<file path="src/rtl/ps2_pkg.sv">
// ---------------------------------------------------------------------------
// ps2_pkg
// Shared types and constants for the PS/2 keyboard receiver.
//   state_t        : receiver FSM states (IDLE, RECV, CHECK)
//   PS2_EXT        : extended-key prefix byte (E0)
//   PS2_BRK        : break (key release) prefix byte (F0)
//   KEY_W          : width of one queued key event {ext, brk, code[7:0]}
//   odd_parity_ok  : 1 when data plus parity bit carry an odd number of ones
// ---------------------------------------------------------------------------
package ps2_pkg;

   typedef enum logic [1:0] {
      IDLE  = 2'd0,
      RECV  = 2'd1,
      CHECK = 2'd2
   } state_t;

   localparam logic [7:0] PS2_EXT = 8'hE0;
   localparam logic [7:0] PS2_BRK = 8'hF0;
   localparam int         KEY_W   = 10;

   function automatic logic odd_parity_ok(input logic [7:0] data, input logic par);
      return ^{data, par};
   endfunction

endpackage

</file>
<file path="src/rtl/ps2_fifo.sv">
// ---------------------------------------------------------------------------
// ps2_fifo
// Synchronous show-ahead FIFO holding decoded key events.
//   clk, rst : system clock, asynchronous active-high reset
//   wr       : push wdata (dropped when full unless a pop happens this cycle)
//   wdata    : entry to push
//   rd       : pop the head entry (ignored when empty)
//   rdata    : head entry, valid whenever empty=0
//   empty    : no entries stored
//   full     : DEPTH entries stored
// Pointers carry one extra MSB so that full and empty are told apart when
// the lower bits are equal.
// ---------------------------------------------------------------------------
module ps2_fifo
   import ps2_pkg::*;
#(
   parameter int WIDTH = KEY_W,
   parameter int DEPTH = 8
) (
   input  logic             clk,
   input  logic             rst,
   input  logic             wr,
   input  logic [WIDTH-1:0] wdata,
   input  logic             rd,
   output logic [WIDTH-1:0] rdata,
   output logic             empty,
   output logic             full
);

   localparam int AW = $clog2(DEPTH);

   logic [WIDTH-1:0] mem [DEPTH];
   logic [AW:0]      wr_ptr;
   logic [AW:0]      rd_ptr;
   logic             do_wr;
   logic             do_rd;

   assign empty = (wr_ptr == rd_ptr);
   assign full  = (wr_ptr[AW] != rd_ptr[AW]) && (wr_ptr[AW-1:0] == rd_ptr[AW-1:0]);

   // A pop frees the slot at the same edge, so a full FIFO may accept a
   // simultaneous push.
   assign do_rd = rd & ~empty;
   assign do_wr = wr & (~full | do_rd);

   assign rdata = mem[rd_ptr[AW-1:0]];

   always_ff @(posedge clk or posedge rst) begin
      if (rst) begin
         wr_ptr <= '0;
         rd_ptr <= '0;
      end else begin
         if (do_wr) wr_ptr <= wr_ptr + 1'b1;
         if (do_rd) rd_ptr <= rd_ptr + 1'b1;
      end
   end

   // NOTE: storage is deliberately left out of reset; only the pointers
   // define which entries are meaningful, and a resettable array costs a
   // reset net per bit and blocks RAM inference.
   always_ff @(posedge clk) begin
      if (do_wr) mem[wr_ptr[AW-1:0]] <= wdata;
   end

endmodule

</file>
<file path="src/rtl/ps2_kbd_rx.sv">
// ---------------------------------------------------------------------------
// ps2_kbd_rx
// PS/2 keyboard receiver: conditions the raw keyboard lines, deframes 11-bit
// frames, folds E0/F0 prefixes into flags and queues key events.
//   clk       : system clock (25 MHz)
//   rst       : asynchronous active-high reset
//   ps2_clk   : raw keyboard clock (asynchronous)
//   ps2_data  : raw keyboard data (asynchronous)
//   key_rd    : pop the head key event (ignored when key_valid=0)
//   key_valid : at least one key event queued
//   key_data  : head event {ext, brk, code[7:0]}, show-ahead
//   raw_byte  : last byte of any good frame, prefixes included
//   frame_err : one-cycle pulse on parity, stop or timeout error
//   overflow  : sticky, set when a key event is dropped on a full queue
// ---------------------------------------------------------------------------
module ps2_kbd_rx
   import ps2_pkg::*;
#(
   parameter int FIFO_DEPTH = 8,
   parameter int FILTER_LEN = 8,
   parameter int TIMEOUT    = 50000
) (
   input  logic             clk,
   input  logic             rst,
   input  logic             ps2_clk,
   input  logic             ps2_data,
   input  logic             key_rd,
   output logic             key_valid,
   output logic [KEY_W-1:0] key_data,
   output logic [7:0]       raw_byte,
   output logic             frame_err,
   output logic             overflow
);

   localparam int FCW = (FILTER_LEN > 2) ? $clog2(FILTER_LEN) : 1;
   localparam int TCW = $clog2(TIMEOUT + 1);

   // ---------------- input conditioning ----------------
   logic [1:0]     clk_sync;
   logic [1:0]     data_sync;
   logic           clk_filt;
   logic           clk_filt_d;
   logic [FCW-1:0] filt_cnt;
   logic           sample_evt;
   logic           sample_bit;

   // Lines idle high, so the synchronisers and filter come out of reset at 1
   // and no false falling edge is seen after reset.
   always_ff @(posedge clk or posedge rst) begin
      if (rst) begin
         clk_sync   <= 2'b11;
         data_sync  <= 2'b11;
         clk_filt   <= 1'b1;
         clk_filt_d <= 1'b1;
         filt_cnt   <= '0;
      end else begin
         clk_sync   <= {clk_sync[0], ps2_clk};
         data_sync  <= {data_sync[0], ps2_data};
         clk_filt_d <= clk_filt;
         // Count consecutive samples that disagree with the filtered level;
         // any agreeing sample restarts the count.
         if (clk_sync[1] == clk_filt) begin
            filt_cnt <= '0;
         end else if (filt_cnt == FCW'(FILTER_LEN - 1)) begin
            clk_filt <= clk_sync[1];
            filt_cnt <= '0;
         end else begin
            filt_cnt <= filt_cnt + FCW'(1);
         end
      end
   end

   assign sample_evt = clk_filt_d & ~clk_filt;
   assign sample_bit = data_sync[1];

   // ---------------- deframing FSM ----------------
   state_t           state;
   state_t           state_n;
   logic [3:0]       bit_cnt;
   logic [9:0]       shreg;
   logic [TCW-1:0]   to_cnt;
   logic             ext;
   logic             brk;
   logic             push;
   logic             frame_good;
   logic [7:0]       rx_byte;
   logic             fifo_empty;
   logic             fifo_full;
   logic [KEY_W-1:0] fifo_rdata;

   // After ten shifts: [7:0] data (LSB first), [8] parity, [9] stop.
   assign rx_byte    = shreg[7:0];
   assign frame_good = odd_parity_ok(shreg[7:0], shreg[8]) & shreg[9];

   always_ff @(posedge clk or posedge rst) begin
      if (rst) state <= IDLE;
      else     state <= state_n;
   end

   // NOTE: every output of this block is given a default before the case,
   // so no path leaves a signal unassigned and no latch is inferred.
   always_comb begin
      state_n   = state;
      push      = 1'b0;
      frame_err = 1'b0;
      unique case (state)
         IDLE: begin
            if (sample_evt && !sample_bit) state_n = RECV;
         end
         RECV: begin
            if (sample_evt) begin
               if (bit_cnt == 4'd9) state_n = CHECK;
            end else if (to_cnt == TCW'(TIMEOUT - 1)) begin
               frame_err = 1'b1;
               state_n   = IDLE;
            end
         end
         CHECK: begin
            state_n = IDLE;
            if (!frame_good)
               frame_err = 1'b1;
            else if (rx_byte != PS2_EXT && rx_byte != PS2_BRK)
               push = 1'b1;
         end
         default: state_n = IDLE;
      endcase
   end

   always_ff @(posedge clk or posedge rst) begin
      if (rst) begin
         bit_cnt  <= '0;
         shreg    <= '0;
         to_cnt   <= '0;
         ext      <= 1'b0;
         brk      <= 1'b0;
         raw_byte <= '0;
         overflow <= 1'b0;
      end else begin
         if (sample_evt)          to_cnt <= '0;
         else if (state == RECV)  to_cnt <= to_cnt + TCW'(1);

         if (state == IDLE)                    bit_cnt <= '0;
         else if (state == RECV && sample_evt) bit_cnt <= bit_cnt + 4'd1;

         if (state == RECV && sample_evt) shreg <= {sample_bit, shreg[9:1]};

         // Any error (bad frame or timeout) discards pending prefixes.
         if (frame_err) begin
            ext <= 1'b0;
            brk <= 1'b0;
         end else if (state == CHECK) begin
            raw_byte <= rx_byte;
            if (rx_byte == PS2_EXT)      ext <= 1'b1;
            else if (rx_byte == PS2_BRK) brk <= 1'b1;
            else begin
               ext <= 1'b0;
               brk <= 1'b0;
            end
         end

         // A pop in the same cycle makes room, so only a pop-less push drops.
         if (push && fifo_full && !key_rd) overflow <= 1'b1;
      end
   end

   // ---------------- key event queue ----------------
   ps2_fifo #(
      .WIDTH (KEY_W),
      .DEPTH (FIFO_DEPTH)
   ) u_fifo (
      .clk   (clk),
      .rst   (rst),
      .wr    (push),
      .wdata ({ext, brk, rx_byte}),
      .rd    (key_rd),
      .rdata (fifo_rdata),
      .empty (fifo_empty),
      .full  (fifo_full)
   );

   assign key_valid = ~fifo_empty;
   assign key_data  = fifo_empty ? '0 : fifo_rdata;

endmodule
</file>
<file path="config.mk">
export PLATFORM = sky130hd
export DESIGN_NAME = ps2_kbd_rx
export DESIGN_NICKNAME = d
export VERILOG_FILES = /design/src/rtl/ps2_pkg.sv /design/src/rtl/ps2_fifo.sv /design/src/rtl/ps2_kbd_rx.sv
export SDC_FILE = /design/constraint.sdc
export NUM_CORES = 1
export LEC_CHECK = 0
export CORE_UTILIZATION = 40
export CTS_BUF_LIST = sky130_fd_sc_hd__clkbuf_8
export DETAILED_ROUTE_END_ITERATION = 10
export RECOVER_POWER = 50
export REMOVE_ABC_BUFFERS = 1
export SYNTH_ARGS = -nofsm -noshare
export SYNTH_HDL_FRONTEND = slang
export SYNTH_HIERARCHICAL = 1
export SYNTH_SLANG_ARGS = --single-unit
</file>
<file path="constraint.sdc">
create_clock -name clk -period 5.9 [get_ports clk]
set_input_delay 1.18 -clock clk [delete_from_list [all_inputs] [get_ports clk]]
set_output_delay 1.18 -clock clk [all_outputs]
set_load 0.02 [all_outputs]
</file>
## Yosys cells after proc, flatten, opt, wreduce, memory -nomap -nowiden

Memories as Yosys holds them, arrays and structs flattened.
Cells that the tools add are included.

| word-level totals | value |
|---|---|
| flip-flop bits (word level) | 60 |
| bits in writable memories | 80 |
| bits of input ports | 5 |
| logic and storage cells | 96 |
| memories | 1 |

| cells by class | value |
|---|---|
| $add $sub $neg | 5 |
| equal/unequal tests | 18 |
| muxes and demuxes | 29 |
| bitwise logic cells | 10 |
| reductions and logical operators | 18 |

Memories:

| name | words | bits a word | read ports | clocked after memory_dff | wr ports | RTL line | text |
|---|---|---|---|---|---|---|---|
| u_fifo.mem | 8 | 10 | 1 | 0 | 1 | ps2_fifo.sv:32 | `logic [WIDTH-1:0] mem [DEPTH];` |

Operators by type and width:

| operator | number |
|---|---|
| two-way mux 16 bit | 2 |
| adder 16 x 1 -> 16 bit, second input constant | 1 |
| == test 16 bit, second input constant | 1 |
| == test 8 bit, second input constant | 2 |
| two-way mux 1 bit | 16 |
| != test 8 bit, second input constant | 2 |
| adder 4 x 1 -> 4 bit, second input constant | 3 |
| two-way mux 10 bit | 1 |
| != test 3 bit, second input constant | 3 |
| XOR reduction 9 bit | 1 |
| two-way mux 2 bit | 4 |
| two-way mux 4 bit | 2 |
| AND reduction 2 bit | 4 |
| logical AND 1 bit | 6 |
| two-way mux 3 bit | 2 |
| nonzero test 2 bit | 3 |
| NOT 1 bit | 5 |
| bitwise AND 1 bit | 4 |
| == test 4 bit | 1 |
| == test 4 bit, second input constant | 1 |
| != test 2 bit, second input constant | 2 |
| case mux 2 bit (2 select lines) | 1 |
| adder 3 x 1 -> 3 bit, second input constant | 1 |
| == test 3 bit | 1 |
| other kinds (10) | 11 |

## Logic depth before layout (Yosys ltp)

Gate-level depths: netlist of run 1.

| depth | value |
|---|---|
| depth after elaboration | 8 |
| mapped depth | 8 |
| mapped depth without buffers | 8 |

## By module

The synthesis of run 1 kept the hierarchy.

Modules (own cells, without submodules):

| module | instances | cells each | area an instance (um^2) | sequential area each (um^2) |
|---|---|---|---|---|
| ps2_fifo | 1 | 173 | 3,636.0 | 2,602.5 |
| ps2_kbd_rx | 1 | 231 | 2,469.9 | 1,308.8 |

## Worst setup path before layout of run 1

No wires, ideal clock.

| timing | value |
|---|---|
| kind | reg2reg |
| start | register shreg[3] |
| end | memory u_fifo/mem[1][0] in the netlist's numbering (enable) |
| setup time | 0.404 ns |
| arrival time | 2.820 ns |
| data required time | 5.496 ns |
| path slack | 2.677 ns |
| stages on the path, launching flop included | 7 |
| path buffers | 0 |
| cells stage by stage | dfrtp_1 -> xnor2_1 -> xnor3_1 -> xor2_1 -> nor2_1 -> nand2_1 -> nor4_1 |

| on the way | value |
|---|---|
| word-level cells in the longest chain between the ends | 8 |

Ends and longest elaborated chain:

| element | RTL line | text |
|---|---|---|
| start, declared | ps2_kbd_rx.sv:80 | `logic [9:0] shreg;` |
| start signal, assigned | ps2_kbd_rx.sv:145 | `if (state == RECV && sample_evt) shreg <= {sample_bit, shreg[9:1]};` |
| != test 8 bit | ps2_kbd_rx.sv:122 | `else if (rx_byte != PS2_EXT && rx_byte != PS2_BRK)` |
| logical AND 1 bit | ps2_kbd_rx.sv:122 |  |
| two-way mux 1 bit | ps2_kbd_rx.sv:122 |  |
| two-way mux 1 bit (*) | ps2_kbd_rx.sv:120 | `if (!frame_good)` |
| two-way mux 1 bit (*) | ps2_kbd_rx.sv:106 | `unique case (state)` |
| named net push | ps2_kbd_rx.sv:84 | `logic push;` |
| bitwise AND 1 bit (*) | ps2_fifo.sv:44 | `assign do_wr = wr & (~full \| do_rd);` |
| two-way mux 1 bit (*) | ps2_fifo.sv:62 | `if (do_wr) mem[wr_ptr[AW-1:0]] <= wdata;` |
| two-way mux 1 bit (implied by the code) (*) | ps2_fifo.sv:62 |  |
| end, declared | ps2_fifo.sv:32 |  |

The timed path passes the listed nets; every way through them passes the cells marked *.

## Worst setup path in the final report of run 1

| timing | value |
|---|---|
| start | register u_fifo.rd_ptr[2] |
| end | output port key_data[6] |

| on the way | value |
|---|---|
| word-level cells in the longest chain between the ends | 2 |

Ends and longest elaborated chain:

| element | RTL line | text |
|---|---|---|
| start, declared | ps2_fifo.sv:34 | `logic [AW:0] rd_ptr;` |
| start signal, assigned | ps2_fifo.sv:54 | `if (do_rd) rd_ptr <= rd_ptr + 1'b1;` |
| == test 4 bit | ps2_fifo.sv:38 | `assign empty = (wr_ptr == rd_ptr);` |
| named net fifo_empty | ps2_kbd_rx.sv:87 | `logic fifo_empty;` |
| two-way mux 10 bit | ps2_kbd_rx.sv:182 | `assign key_data = fifo_empty ? '0 : fifo_rdata;` |
| end, declared | ps2_kbd_rx.sv:29 | `output logic [KEY_W-1:0] key_data,` |

The timed path passes the listed nets, and every way through them passes these cells.

==> results of run 1 <==
## logic make-up after synthesis
family	synth area share [%]
XOR/XNOR	4.96
adder cells (fa/ha/maj)	2.05
buffers and inverters	2.19
flip-flops	64.1
AO/OA/AOI/OAI	3.81
multiplexers	12.9
AND/OR/NAND/NOR	10.0
## critical path, delay by kind of cell (launching register included)
kind,cells,cell delay (ps)
xor gates and xnor gates,1,190
buffers and inverters,1,580
DFF,1,780
and+or+nand+nor,3,1300
## sequential cells by signal, summed over array words and instances, names as in the netlist
signal / flops
clk_sync: 2
data_sync: 2
u_fifo/mem: 80
raw_byte: 8
overflow: 1
u_fifo/rd_ptr: 4
clk_filt_d: 1
state: 2
bit_cnt: 4
filt_cnt: 3
brk: 1
shreg: 10
clk_filt: 1
ext: 1
to_cnt: 16
u_fifo/wr_ptr: 4
## cell usage after synthesis (3+ instances only)
library cell               instances
sky130_fd_sc_hd__a21oi_1           5
sky130_fd_sc_hd__and3_1            3
sky130_fd_sc_hd__clkbuf_1         10
sky130_fd_sc_hd__dfrtp_1          54
sky130_fd_sc_hd__dfstp_2           6
sky130_fd_sc_hd__edfxtp_1         80
sky130_fd_sc_hd__ha_1             10
sky130_fd_sc_hd__inv_1            10
sky130_fd_sc_hd__mux2_2           23
sky130_fd_sc_hd__mux4_1           18
sky130_fd_sc_hd__nand2_1          35
sky130_fd_sc_hd__nand2b_1          4
sky130_fd_sc_hd__nand3_1           6
sky130_fd_sc_hd__nand4_1           8
sky130_fd_sc_hd__nor2_1           28
sky130_fd_sc_hd__nor2b_1          12
sky130_fd_sc_hd__nor3_1            8
sky130_fd_sc_hd__o21ai_0           8
sky130_fd_sc_hd__xnor2_1          16
sky130_fd_sc_hd__xor2_1           16
## per-layer routing
| layer | global-route usage [%] | up-vias |
|---|---|---|
| met1 | 20.4 | 1692 |
| met4 | 5.95 | 0 |
| li1 | - | 1579 |
| met3 | 4.58 | 16 |
| met5 | 0 | - |
| met2 | 24.8 | 55 |
## metrics by stage
step	total power, mW	utilization [%]
after floorplan	1.59	-
after global placement	1.80	44.7
after detailed placement	1.81	44.7
after CTS	2.63	47.6
after global routing	2.72	47.5
final	2.59	47.5
## cell type report
type / instances / share of cell area, %
clock inverters: 14 / 2.56
inverters: 10 / 0.537
flip-flops and latches: 140 / 56.0
well taps: 184 / 3.30
repair buffers: 35 / 4.60
multi-input cells: 237 / 29.7
clock buffers: 17 / 3.35
## worst max path at each step
| stage | to | slack [ps] | depth (start not counted) |
|---|---|---|---|
| 2_1_floorplan | key_valid | 2630 | 4 |
| 3_3_place_gp | key_data[6] | 1820 | 5 |
| 3_5_place_dp | key_data[6] | 1810 | 5 |
| 4_1_cts | key_data[6] | 1300 | 5 |
| 5_1_grt | key_data[6] | 1130 | 5 |
| 6_report | key_data[6] | 1420 | 5 |
## power groups by stage
stage / sequential, mW / combinational [mW] / clock (mW)
CTS: 1.16 / 0.638 / 0.833
floorplan: 1.18 / 0.408 / 0
finish: 1.15 / 0.631 / 0.810
detailed placement: 1.18 / 0.635 / 0
global placement: 1.17 / 0.628 / 0
global route: 1.16 / 0.688 / 0.868
==> tab_implementation.tex, run 1 <==
\begin{tabular}{lr}
\hline
Metric & Value \\
\hline
\multicolumn{2}{l}{\textbf{Final layout}} \\
Fraction of final layout cells with drive strength greater than 1 & around 17\% \\
Total area of multi-input combinational cells & 2070 um2 \\
Sequential cell area in the final layout & 3910 um2 \\
Area added between synthesis and finish & 14.4\% \\
Most frequent cells in the layout & sky130\_fd\_sc\_hd\_\_edfxtp\_1 (80), sky130\_fd\_sc\_hd\_\_dfrtp\_1 (54), sky130\_fd\_sc\_hd\_\_nand2\_1 (35), sky130\_fd\_sc\_hd\_\_nor2\_1 (28), sky130\_fd\_sc\_hd\_\_mux2\_2 (23) \\
Post-route insts no fill & approximately 640 \\
Fillcell total & 1251 \\
Antenna fix cells & 0 \\
Final net count & 456 \\
Post-route cell area & roughly 7000 um2 \\
Leading cell type in the layout, fill and taps excluded & sky130\_fd\_sc\_hd\_\_edfxtp\_1 \\
\multicolumn{2}{l}{\textbf{Min path}} \\
Source of the worst hold timing path & clk\_sync[0] \\
Cell depth of the worst min-delay path & 0 \\
WHS Endpoint & clk\_sync[1] \\
Type of the most critical hold path & register to register \\
\multicolumn{2}{l}{\textbf{Logic synthesis}} \\
Post-synthesis instance area & between 6000 and 7000 um2 \\
Number of flops mapped to enable cells by yosys & 80 \\
Area share of the largest cell type after synthesis & around two fifths \\
Total of warnings raised by yosys & 6 \\
Part of the Yosys area used for sequential elements & between 60\% and 70\% \\
Most used flip-flop cell after synthesis & sky130\_fd\_sc\_hd\_\_edfxtp\_1 \\
Cell types with the largest area share after synthesis & sky130\_fd\_sc\_hd\_\_edfxtp\_1 (39\%), sky130\_fd\_sc\_hd\_\_dfrtp\_1 (22\%), sky130\_fd\_sc\_hd\_\_mux4\_1 (7.7\%) \\
Register bit total from synthesis & 140 \\
Library cell with the largest summed area after synthesis & sky130\_fd\_sc\_hd\_\_edfxtp\_1 \\
Number of instances in the synthesized netlist & 404 \\
Number of unique standard cell types used by synthesis & between 50 and 60 \\
Post-Synthesis Mean Instance Area & roughly 15 um2 \\
Asr flop ratio synth & 42.9\% \\
\multicolumn{2}{l}{\textbf{Floorplanning}} \\
Initial Utilization & about two fifths \\
Die Y-Extent & 126 um \\
Top-level I/O count & 26 \\
Number of cell rows & 44 \\
Die boundary width & 126 um \\
Total die area & around 16000 um2 \\
Area of the core region & around 15000 um2 \\
\multicolumn{2}{l}{\textbf{Detailed routing}} \\
Top Metal Used & met4 \\
Number of remaining DRC errors & 4 \\
Average wire length per cell after detail routing & about 17 um \\
Count of nets left with antenna violations after detail routing & 0 \\
Routed length on met3 & 398 um \\
Detailed-router iteration count before antenna repair & 7 \\
Iter 0 DRT Violations & 151 \\
Total Routed Length & between 10000 and 15000 um \\
Routed length on met2 & around 5300 um \\
Total vias in the final route & between 3k and 4k \\
Met1 Wirelength & 5250 um \\
Vias per std cell & 5.25 \\
\multicolumn{2}{l}{\textbf{Pwr}} \\
Worst voltage drop across the vdd grid & 0.000203 V \\
Relative contribution of the clock network to total power & 31.2\% \\
Internal power & 1.86 mW \\
Combinational group share of total power & 24.3\% \\
Net switching fraction of the power & $\sim$28\% \\
Switching Power & roughly 0.73 mW \\
Areal power density over the cells & between 300 and 400 nW/um2 \\
Reported leakage power & $\sim$2.8 nW \\
Sequential share of power & around 44\% \\
\multicolumn{2}{l}{\textbf{Critical path}} \\
Nature of the critical path endpoint & primary output \\
FF-to-FF Start & shreg[4] \\
R2r endpoint & u\_fifo/mem[7][0] \\
Startpoint class of the critical path & register \\
Worst-path cell chain & xnor2\_1 > nand3\_1 > nor2\_1 > nor2b\_1 > clkdlybuf4s50\_1 \\
Critical Path Source & u\_fifo/rd\_ptr[2] \\
Slowest cell on the critical path & sky130\_fd\_sc\_hd\_\_nor2\_1 \\
Critical path class & register to primary output \\
Required @ worst endpoint & about 4700 ps \\
Worst-path fanout max & 13 \\
Maximum cell stage delay along the critical path & about 800 ps \\
Depth of the worst register-to-register path & 6 \\
Arrival @ worst endpoint & about 3300 ps \\
Reg-to-reg slack, setup & between 2000 and 2500 ps \\
\multicolumn{2}{l}{\textbf{Timing}} \\
Transition time of the tightest slew-check pin & 2770 ps \\
RSZ-0062 raised after global routing & false \\
Number of setup violations in the final report & 0 \\
Min Hold Slack & 358 ps \\
Final total negative setup slack & 0 ps \\
Number of hold violations in the final report & 0 \\
Worst rel slew slack & -84.5\% \\
Achievable clock frequency & approximately 0.22 GHz \\
Final min period & approximately 4500 ps \\
Count of final max-slew check failures & 53 \\
Setup Skew & a little over 7 ps \\
Final worst-path setup slack & 1420 ps \\
Post-route clock period utilization & approximately three quarters \\
\multicolumn{2}{l}{\textbf{GRT}} \\
All-layer global routing usage & 15.7\% \\
Maximum number of pins on one net before global-route repair & 53 \\
Via count of the first global-routing pass & between 3k and 4k \\
Antenna violations before repair & 0 \\
Total global routing overflow & 0 \\
Wire length of the first global-routing pass & about 18000 um \\
\multicolumn{2}{l}{\textbf{Status}} \\
Result of the run & finished, violations left \\
Violations in the final reports & design-rule violations, max-capacitance violations, max-slew violations \\
\multicolumn{2}{l}{\textbf{Placed design}} \\
Post-DP HPWL & around 7000 um \\
Inst Count DP & roughly 600 \\
Place WS & $\sim$1800 ps \\
Number of buffer cells added on primary ports & 25 \\
Instance area after placement & 6580 um2 \\
Final estimated routing congestion in global placement & approximately 0.75 \\
\multicolumn{2}{l}{\textbf{Clock network}} \\
Clock latency on the worst-skew pair & 440 ps \\
Root cell of the clock tree & sky130\_fd\_sc\_hd\_\_clkbuf\_8 \\
Count of clock tree sinks & between 100 and 150 \\
Post-CTS setup buffers & 0 \\
TritonCTS clock tree & yes \\
Count of H-tree levels built during CTS & 4 \\
Total CTS buffers & 17 \\
Number of instances resized during post-cts repair & 0 \\
CTS clock-pin slew for the worst setup and hold paths & about 80 ps \\
Maximum root-to-sink buffer count & 2 \\
Cts-stage hold buffer count & 0 \\
\multicolumn{2}{l}{\textbf{Job}} \\
Max-cap violations & 1 \\
\hline
\end{tabular}
Note: power is estimated with default switching activity, not from simulation.
==> run 2, diff against run 1 <==
==> constraint.sdc (replaced) <==
create_clock -name clk -period 4.4 [get_ports clk]
set_input_delay 0.88 -clock clk [delete_from_list [all_inputs] [get_ports clk]]
set_output_delay 0.88 -clock clk [all_outputs]
set_load 0.02 [all_outputs]
==> run 2 against run 1 <==
Against the previous run:
- the flow finishes with violations (design-rule violations)
- power increased by 27%
- via count grew 0.12%
- critical path type unchanged
- clock skew up 2.7 ps
==> tab_implementation.tex, run 2 (same netlist as run 1, synthesis figures left out) <==
\begin{tabular}{lr}
\hline
Metric & Value \\
\hline
\multicolumn{2}{l}{\textbf{Status}} \\
Result of the run & finished, violations left (unchanged) \\
Violations in the final reports & design-rule violations (was design-rule violations, max-capacitance violations, max-slew violations) \\
\multicolumn{2}{l}{\textbf{Timing}} \\
Number of hold violations in the final report & 0 (unchanged) \\
Final min period & approximately 3700 ps \\
Number of setup violations in the final report & 0 (unchanged) \\
Setup Skew & 9.83 ps (was 7.16 ps) \\
RSZ-0062 raised after global routing & false (unchanged) \\
Final total negative setup slack & 0 ps (unchanged) \\
Post-route clock period utilization & a little over four fifths \\
Count of final max-slew check failures & 0 (was 53) \\
Worst rel slew slack & 10.6\% (was -84.5\%) \\
Achievable clock frequency & 0.273 GHz \\
Transition time of the tightest slew-check pin & 1340 ps (was 2770 ps) \\
\multicolumn{2}{l}{\textbf{Detailed routing}} \\
Average wire length per cell after detail routing & 17.4 um (about the same) \\
Detailed-router iteration count before antenna repair & 8 (was 7) \\
Iter 0 DRT Violations & 163 (was 151) \\
Vias per std cell & 5.21 (was 5.25) \\
Count of nets left with antenna violations after detail routing & 0 (unchanged) \\
Number of remaining DRC errors & 4 (unchanged) \\
Total Routed Length & 11200 um (was 11100 um) \\
Total vias in the final route & 3346 (was 3342) \\
\multicolumn{2}{l}{\textbf{Clock network}} \\
Count of H-tree levels built during CTS & 4 (unchanged) \\
Root cell of the clock tree & sky130\_fd\_sc\_hd\_\_clkbuf\_8 (unchanged) \\
Post-CTS setup buffers & 0 (unchanged) \\
Total CTS buffers & 17 (unchanged) \\
Cts-stage hold buffer count & 0 (unchanged) \\
Count of clock tree sinks & 140 (unchanged) \\
TritonCTS clock tree & yes (unchanged) \\
Maximum root-to-sink buffer count & 2 (unchanged) \\
Number of instances resized during post-cts repair & 0 (unchanged) \\
Clock latency on the worst-skew pair & 430 ps (was 440 ps) \\
CTS clock-pin slew for the worst setup and hold paths & 70 ps (was 80 ps) \\
\multicolumn{2}{l}{\textbf{Critical path}} \\
Required @ worst endpoint & 3520 ps (was 4720 ps) \\
Depth of the worst register-to-register path & 7 (was 6) \\
Worst-path cell chain & xnor2\_1 > xnor3\_1 > xor2\_1 > o221a\_2 > clkdlybuf4s50\_1 (was xnor2\_1 > nand3\_1 > nor2\_1 > nor2b\_1 > clkdlybuf4s50\_1) \\
Critical path class & register to primary output (unchanged) \\
Startpoint class of the critical path & register (unchanged) \\
Nature of the critical path endpoint & primary output (unchanged) \\
Delay-heaviest family, CP & XOR/XNOR gates (was simple AND/OR/NAND/NOR gates) \\
Maximum cell stage delay along the critical path & 630 ps (was 800 ps) \\
Arrival @ worst endpoint & 2790 ps (was 3300 ps) \\
Number of buffer and inverter instances along the worst setup path & 1 (unchanged) \\
Slowest cell on the critical path & sky130\_fd\_sc\_hd\_\_clkdlybuf4s50\_1 (was sky130\_fd\_sc\_hd\_\_nor2\_1) \\
Worst-path fanout max & 13 (unchanged) \\
Logic depth of the worst path, buffers included & 5 (unchanged) \\
\multicolumn{2}{l}{\textbf{GRT}} \\
Maximum number of pins on one net before global-route repair & 37 (was 53) \\
Via count of the first global-routing pass & 3515 (was 3451) \\
Wire length of the first global-routing pass & 18300 um (was 18400 um) \\
All-layer global routing usage & 15.6\% (was 15.7\%) \\
Total global routing overflow & 0 (unchanged) \\
Antenna violations before repair & 0 (unchanged) \\
\multicolumn{2}{l}{\textbf{Floorplanning}} \\
Total die area & 15800 um2 (unchanged) \\
Die Y-Extent & 126 um (unchanged) \\
Initial Utilization & 41.5\% (unchanged) \\
Top-level I/O count & 26 (unchanged) \\
Number of cell rows & 44 (unchanged) \\
Die boundary width & 126 um (unchanged) \\
Area of the core region & 14700 um2 (unchanged) \\
\multicolumn{2}{l}{\textbf{Min path}} \\
Cell depth of the worst min-delay path & 0 (unchanged) \\
Type of the most critical hold path & register to register (unchanged) \\
\multicolumn{2}{l}{\textbf{Placed design}} \\
Post-DP HPWL & 7250 um (was 7020 um) \\
Inst Count DP & 610 (was 606) \\
Final estimated routing congestion in global placement & 0.733 (was 0.751) \\
Number of buffer cells added on primary ports & 25 (unchanged) \\
\multicolumn{2}{l}{\textbf{Final layout}} \\
Leading cell type in the layout, fill and taps excluded & sky130\_fd\_sc\_hd\_\_edfxtp\_1 (unchanged) \\
Fraction of final layout cells with drive strength greater than 1 & 17.2\% (was 16.6\%) \\
Final net count & 460 (was 456) \\
Most frequent cells in the layout & sky130\_fd\_sc\_hd\_\_edfxtp\_1 (80), sky130\_fd\_sc\_hd\_\_dfrtp\_1 (54), sky130\_fd\_sc\_hd\_\_nand2\_1 (35), sky130\_fd\_sc\_hd\_\_nor2\_1 (28), sky130\_fd\_sc\_hd\_\_mux2\_2 (23) (unchanged) \\
Antenna fix cells & 0 (unchanged) \\
Number of flip-flops in the largest register & 80 (unchanged) \\
Post-route insts no fill & 642 (was 637) \\
Area added between synthesis and finish & 13.8\% (was 14.4\%) \\
Core Util, Final & 47.3\% (was 47.5\%) \\
\multicolumn{2}{l}{\textbf{Pwr}} \\
Reported leakage power & 2.69 nW (was 2.76 nW) \\
Areal power density over the cells & 476 nW/um2 (was 371 nW/um2) \\
Worst voltage drop across the vdd grid & 0.000201 V (was 0.000203 V) \\
\multicolumn{2}{l}{\textbf{Job}} \\
Max-cap violations & 0 (was 1) \\
\hline
\end{tabular}
==> run 2: cell types whose count changed in the layout (fill, tap and decap cells not counted), sizes merged <==
cell and delta:
buf +4, bufinv -3, clkinvlp +2, inv -1, clkinv +3
==> run 2: power breakdown <==
group          switching [mW]  leakage (nW)  internal (mW)
sequential             0.0690          1.54           1.44
clock                   0.469         0.178          0.433
combinational           0.436         0.973          0.455
==> run 2: per-stage QoR <==
step                      hold WS [ps]  total power, mW  instance area (um2)  setup slack [ps]
final                              355             3.30                 6950               734
after global routing               363             3.47                 6950               472
after CTS                          358             3.35                 6950               683
after detailed placement           347             2.44                 6610              1200
after global placement             346             2.43                 6610              1190
after floorplan                    345             2.13                 6010              1180
==> run 2: cell type report <==
cell class | instances | area [um2]
flip-flops and latches | 140 | 3910
clock inverters | 15 | 109
well taps | 184 | 230
multi-input cells | 237 | 2070
fillers | 1263 | 7750
clock buffers | 17 | 234
inverters | 10 | 37.5
repair buffers | 39 | 352
==> run 2: final timing paths <==
kind | startpoint | endpoint | slack (ps)
max in group asynchronous | rst | shreg[8] | 1680
hold reg to reg | data_sync[0] | data_sync[1] | 350
setup / recovery | shreg[3] | frame_err | 730
hold / removal | data_sync[0] | data_sync[1] | 350
min in group asynchronous | rst | u_fifo/wr_ptr[3] | 870
setup reg to reg | shreg[3] | u_fifo/mem[5][6] | 1450
==> run 2: routing by layer <==
metal  vias to the layer above  track usage, %  share of wire (%)
li1                       1600               -                  -
met1                      1680            19.6                 44
met2                        58            25.5                 50
met3                         8            5.05                5.0
met4                         0            5.45               0.96
met5                         -               0                  0
==> run 3, diff against run 2 <==
==> constraint.sdc (replaced) <==
create_clock -name clk -period 3.2 [get_ports clk]
set_input_delay 0.64 -clock clk [delete_from_list [all_inputs] [get_ports clk]]
set_output_delay 0.64 -clock clk [all_outputs]
set_load 0.02 [all_outputs]
==> run 3 against run 2 <==
Against the previous run:
- the run still ends with design-rule violations left
- count of clock-buffer cells in the layout did not move
- first-iteration DRC count rose by 3.1%
- clock power rose by 53%
- worst hold slack got worse by 1.2 ps
==> tab_implementation.tex, run 3 (same netlist as run 1, synthesis figures left out) <==
\begin{tabular}{lr}
\hline
Metric & Value \\
\hline
\multicolumn{2}{l}{\textbf{Timing}} \\
Final total negative setup slack & 0 ps (unchanged) \\
Number of setup violations in the final report & 0 (unchanged) \\
Setup Skew & 11.9 ps (was 9.83 ps) \\
Count of final max-slew check failures & 0 (unchanged) \\
RSZ-0062 raised after global routing & false (unchanged) \\
Worst rel slew slack & 31.3\% (was 10.6\%) \\
Post-route clock period utilization & 94.8\% \\
Number of hold violations in the final report & 0 (unchanged) \\
Achievable clock frequency & around 0.33 GHz \\
Final min period & 3030 ps \\
Transition time of the tightest slew-check pin & 1030 ps (was 1340 ps) \\
\multicolumn{2}{l}{\textbf{Detailed routing}} \\
Iter 0 DRT Violations & 168 (was 163) \\
Detailed-router iteration count before antenna repair & 7 (was 8) \\
Number of remaining DRC errors & 4 (unchanged) \\
Total Routed Length & 11100 um (was 11200 um) \\
Total vias in the final route & 3412 (was 3346) \\
Vias per std cell & 5.22 (was 5.21) \\
Count of nets left with antenna violations after detail routing & 0 (unchanged) \\
Average wire length per cell after detail routing & 17.0 um (was 17.4 um) \\
\multicolumn{2}{l}{\textbf{Clock network}} \\
Total CTS buffers & 17 (unchanged) \\
Post-CTS setup buffers & 0 (unchanged) \\
Maximum root-to-sink buffer count & 2 (unchanged) \\
CTS clock-pin slew for the worst setup and hold paths & 80 ps (was 70 ps) \\
Root cell of the clock tree & sky130\_fd\_sc\_hd\_\_clkbuf\_8 (unchanged) \\
Count of H-tree levels built during CTS & 4 (unchanged) \\
TritonCTS clock tree & yes (unchanged) \\
Count of clock tree sinks & 140 (unchanged) \\
Clock latency on the worst-skew pair & 450 ps (was 430 ps) \\
\multicolumn{2}{l}{\textbf{Placed design}} \\
Number of buffer cells added on primary ports & 25 (unchanged) \\
Final estimated routing congestion in global placement & 0.814 (was 0.733) \\
Post-DP HPWL & 7280 um (was 7250 um) \\
Inst Count DP & 622 (was 610) \\
Instance area after placement & 6710 um2 (was 6610 um2) \\
\multicolumn{2}{l}{\textbf{GRT}} \\
Via count of the first global-routing pass & 3543 (was 3515) \\
Antenna violations before repair & 0 (unchanged) \\
All-layer global routing usage & 16.0\% (was 15.6\%) \\
Total global routing overflow & 0 (unchanged) \\
Wire length of the first global-routing pass & 18700 um (was 18300 um) \\
Maximum number of pins on one net before global-route repair & 26 (was 37) \\
\multicolumn{2}{l}{\textbf{Min path}} \\
Type of the most critical hold path & register to register (unchanged) \\
Cell depth of the worst min-delay path & 0 (unchanged) \\
\multicolumn{2}{l}{\textbf{Floorplanning}} \\
Die boundary width & 126 um (unchanged) \\
Initial Utilization & 41.5\% (unchanged) \\
Area of the core region & 14700 um2 (unchanged) \\
Total die area & 15800 um2 (unchanged) \\
Top-level I/O count & 26 (unchanged) \\
Die Y-Extent & 126 um (unchanged) \\
Number of cell rows & 44 (unchanged) \\
\multicolumn{2}{l}{\textbf{Pwr}} \\
Areal power density over the cells & 660 nW/um2 (was 476 nW/um2) \\
Post-route total power & 4.65 mW (was 3.30 mW) \\
Switching Power & 1.38 mW (was 0.974 mW) \\
Internal power & 3.27 mW (was 2.33 mW) \\
Worst voltage drop across the vdd grid & 0.000340 V (was 0.000201 V) \\
Relative contribution of the clock network to total power & 29.6\% (was 27.3\%) \\
Sequential share of power & 44.3\% (was 45.7\%) \\
Reported leakage power & 2.75 nW (was 2.69 nW) \\
Net switching fraction of the power & 29.7\% (was 29.5\%) \\
Combinational group share of total power & 26.1\% (was 27.0\%) \\
\multicolumn{2}{l}{\textbf{Critical path}} \\
Depth of the worst register-to-register path & 6 (was 7) \\
Arrival @ worst endpoint & 2390 ps (was 2790 ps) \\
Critical path class & register to primary output (unchanged) \\
Required @ worst endpoint & 2560 ps (was 3520 ps) \\
Startpoint class of the critical path & register (unchanged) \\
Worst-path fanout max & 24 (was 13) \\
Reg-to-reg slack, setup & 450 ps (was 1450 ps) \\
Nature of the critical path endpoint & primary output (unchanged) \\
\multicolumn{2}{l}{\textbf{Final layout}} \\
Area added between synthesis and finish & 15.4\% (was 13.8\%) \\
Post-route insts no fill & 654 (was 642) \\
Fraction of final layout cells with drive strength greater than 1 & 18.7\% (was 17.2\%) \\
Post-route cell area & 7050 um2 (was 6950 um2) \\
Final net count & 472 (was 460) \\
Antenna fix cells & 0 (unchanged) \\
Leading cell type in the layout, fill and taps excluded & sky130\_fd\_sc\_hd\_\_edfxtp\_1 (unchanged) \\
Number of flip-flops in the largest register & 80 (unchanged) \\
Most frequent cells in the layout & sky130\_fd\_sc\_hd\_\_edfxtp\_1 (80), sky130\_fd\_sc\_hd\_\_dfrtp\_1 (54), sky130\_fd\_sc\_hd\_\_nand2\_1 (35), sky130\_fd\_sc\_hd\_\_nor2\_1 (27), sky130\_fd\_sc\_hd\_\_mux2\_2 (23) (was sky130\_fd\_sc\_hd\_\_edfxtp\_1 (80), sky130\_fd\_sc\_hd\_\_dfrtp\_1 (54), sky130\_fd\_sc\_hd\_\_nand2\_1 (35), sky130\_fd\_sc\_hd\_\_nor2\_1 (28), sky130\_fd\_sc\_hd\_\_mux2\_2 (23)) \\
Fillcell total & 1279 (was 1263) \\
\multicolumn{2}{l}{\textbf{Status}} \\
Result of the run & finished, violations left (unchanged) \\
Violations in the final reports & design-rule violations (unchanged) \\
\multicolumn{2}{l}{\textbf{Job}} \\
Max-cap violations & 0 (unchanged) \\
\hline
\end{tabular}
==> run 3: cell count changes in the layout (fill, tap and decap cells not counted), moves of 2 or more <==
cell                              delta
sky130_fd_sc_hd__clkdlybuf4s50_1    -11
sky130_fd_sc_hd__buf_4               +2
sky130_fd_sc_hd__dlygate4sd2_1      +10
sky130_fd_sc_hd__inv_1               -2
sky130_fd_sc_hd__clkbuf_1            +9
==> run 3: stage by stage <==
step | util (%) | hold slack [ps] | worst slack [ps]
floorplan | - | 345 | -23.3
global placement | 45.7 | 347 | 240
detailed placement | 45.7 | 349 | 249
CTS | 48.2 | 357 | 42.2
global route | 47.9 | 360 | 54.4
finish | 47.9 | 354 | 168
==> run 3: area by class of cell <==
class	count	area (um2)	area share (%)
clock buffer	17	234	3.32
clock inverter	15	148	2.10
inverter	10	37.5	0.533
multi-input combinational	237	2080	29.6
tap	184	230	3.27
timing repair buffer	51	403	5.72
sequential	140	3910	55.5
==> run 3: worst max-delay path: stages, from the launching register on <==
cell and delay [ps]:
sky130_fd_sc_hd__dfrtp_1 380, sky130_fd_sc_hd__buf_12 210, sky130_fd_sc_hd__mux4_1 610, sky130_fd_sc_hd__mux2_2 280, sky130_fd_sc_hd__nor2b_1 140, sky130_fd_sc_hd__dlygate4sd2_1 320
==> run 3: routing by layer <==
layer / GRT usage, % / vias up / wire length [um]
li1: - / 1615 / -
met1: 19.1 / 1725 / 4910
met3: 5.69 / 15 / 448
met4: 5.38 / 0 / 131
met5: 0 / - / 0
met2: 26.8 / 57 / 5630
==> run 3: path summary, 6_finish.rpt <==
path	start	to
max in group asynchronous	rst	raw_byte[0]
worst max register to register	shreg[3]	u_fifo/mem[6][6]
worst max-delay path	u_fifo/rd_ptr[0]	key_data[6]
worst min register to register	data_sync[0]	data_sync[1]
worst min-delay path	data_sync[0]	data_sync[1]
min in group asynchronous	rst	u_fifo/rd_ptr[3]
==> run 3: power groups by stage <==
stage | logic, mW | clock network [mW] | registers, mW
finish | 1.21 | 1.38 | 2.06
global route | 1.34 | 1.50 | 2.07
CTS | 1.25 | 1.41 | 2.06
detailed placement | 1.31 | 0 | 2.10
global placement | 1.28 | 0 | 2.09
floorplan | 0.757 | 0 | 2.17
==> run 3: what timing repair did <==
item                                    in CTS  in global routing
gates cloned                                 0                  0
pin swaps                                    0                  0
endpoints found under the setup margin      11                  1
hold buffers                                 0                  0
resized for setup                           12                  3
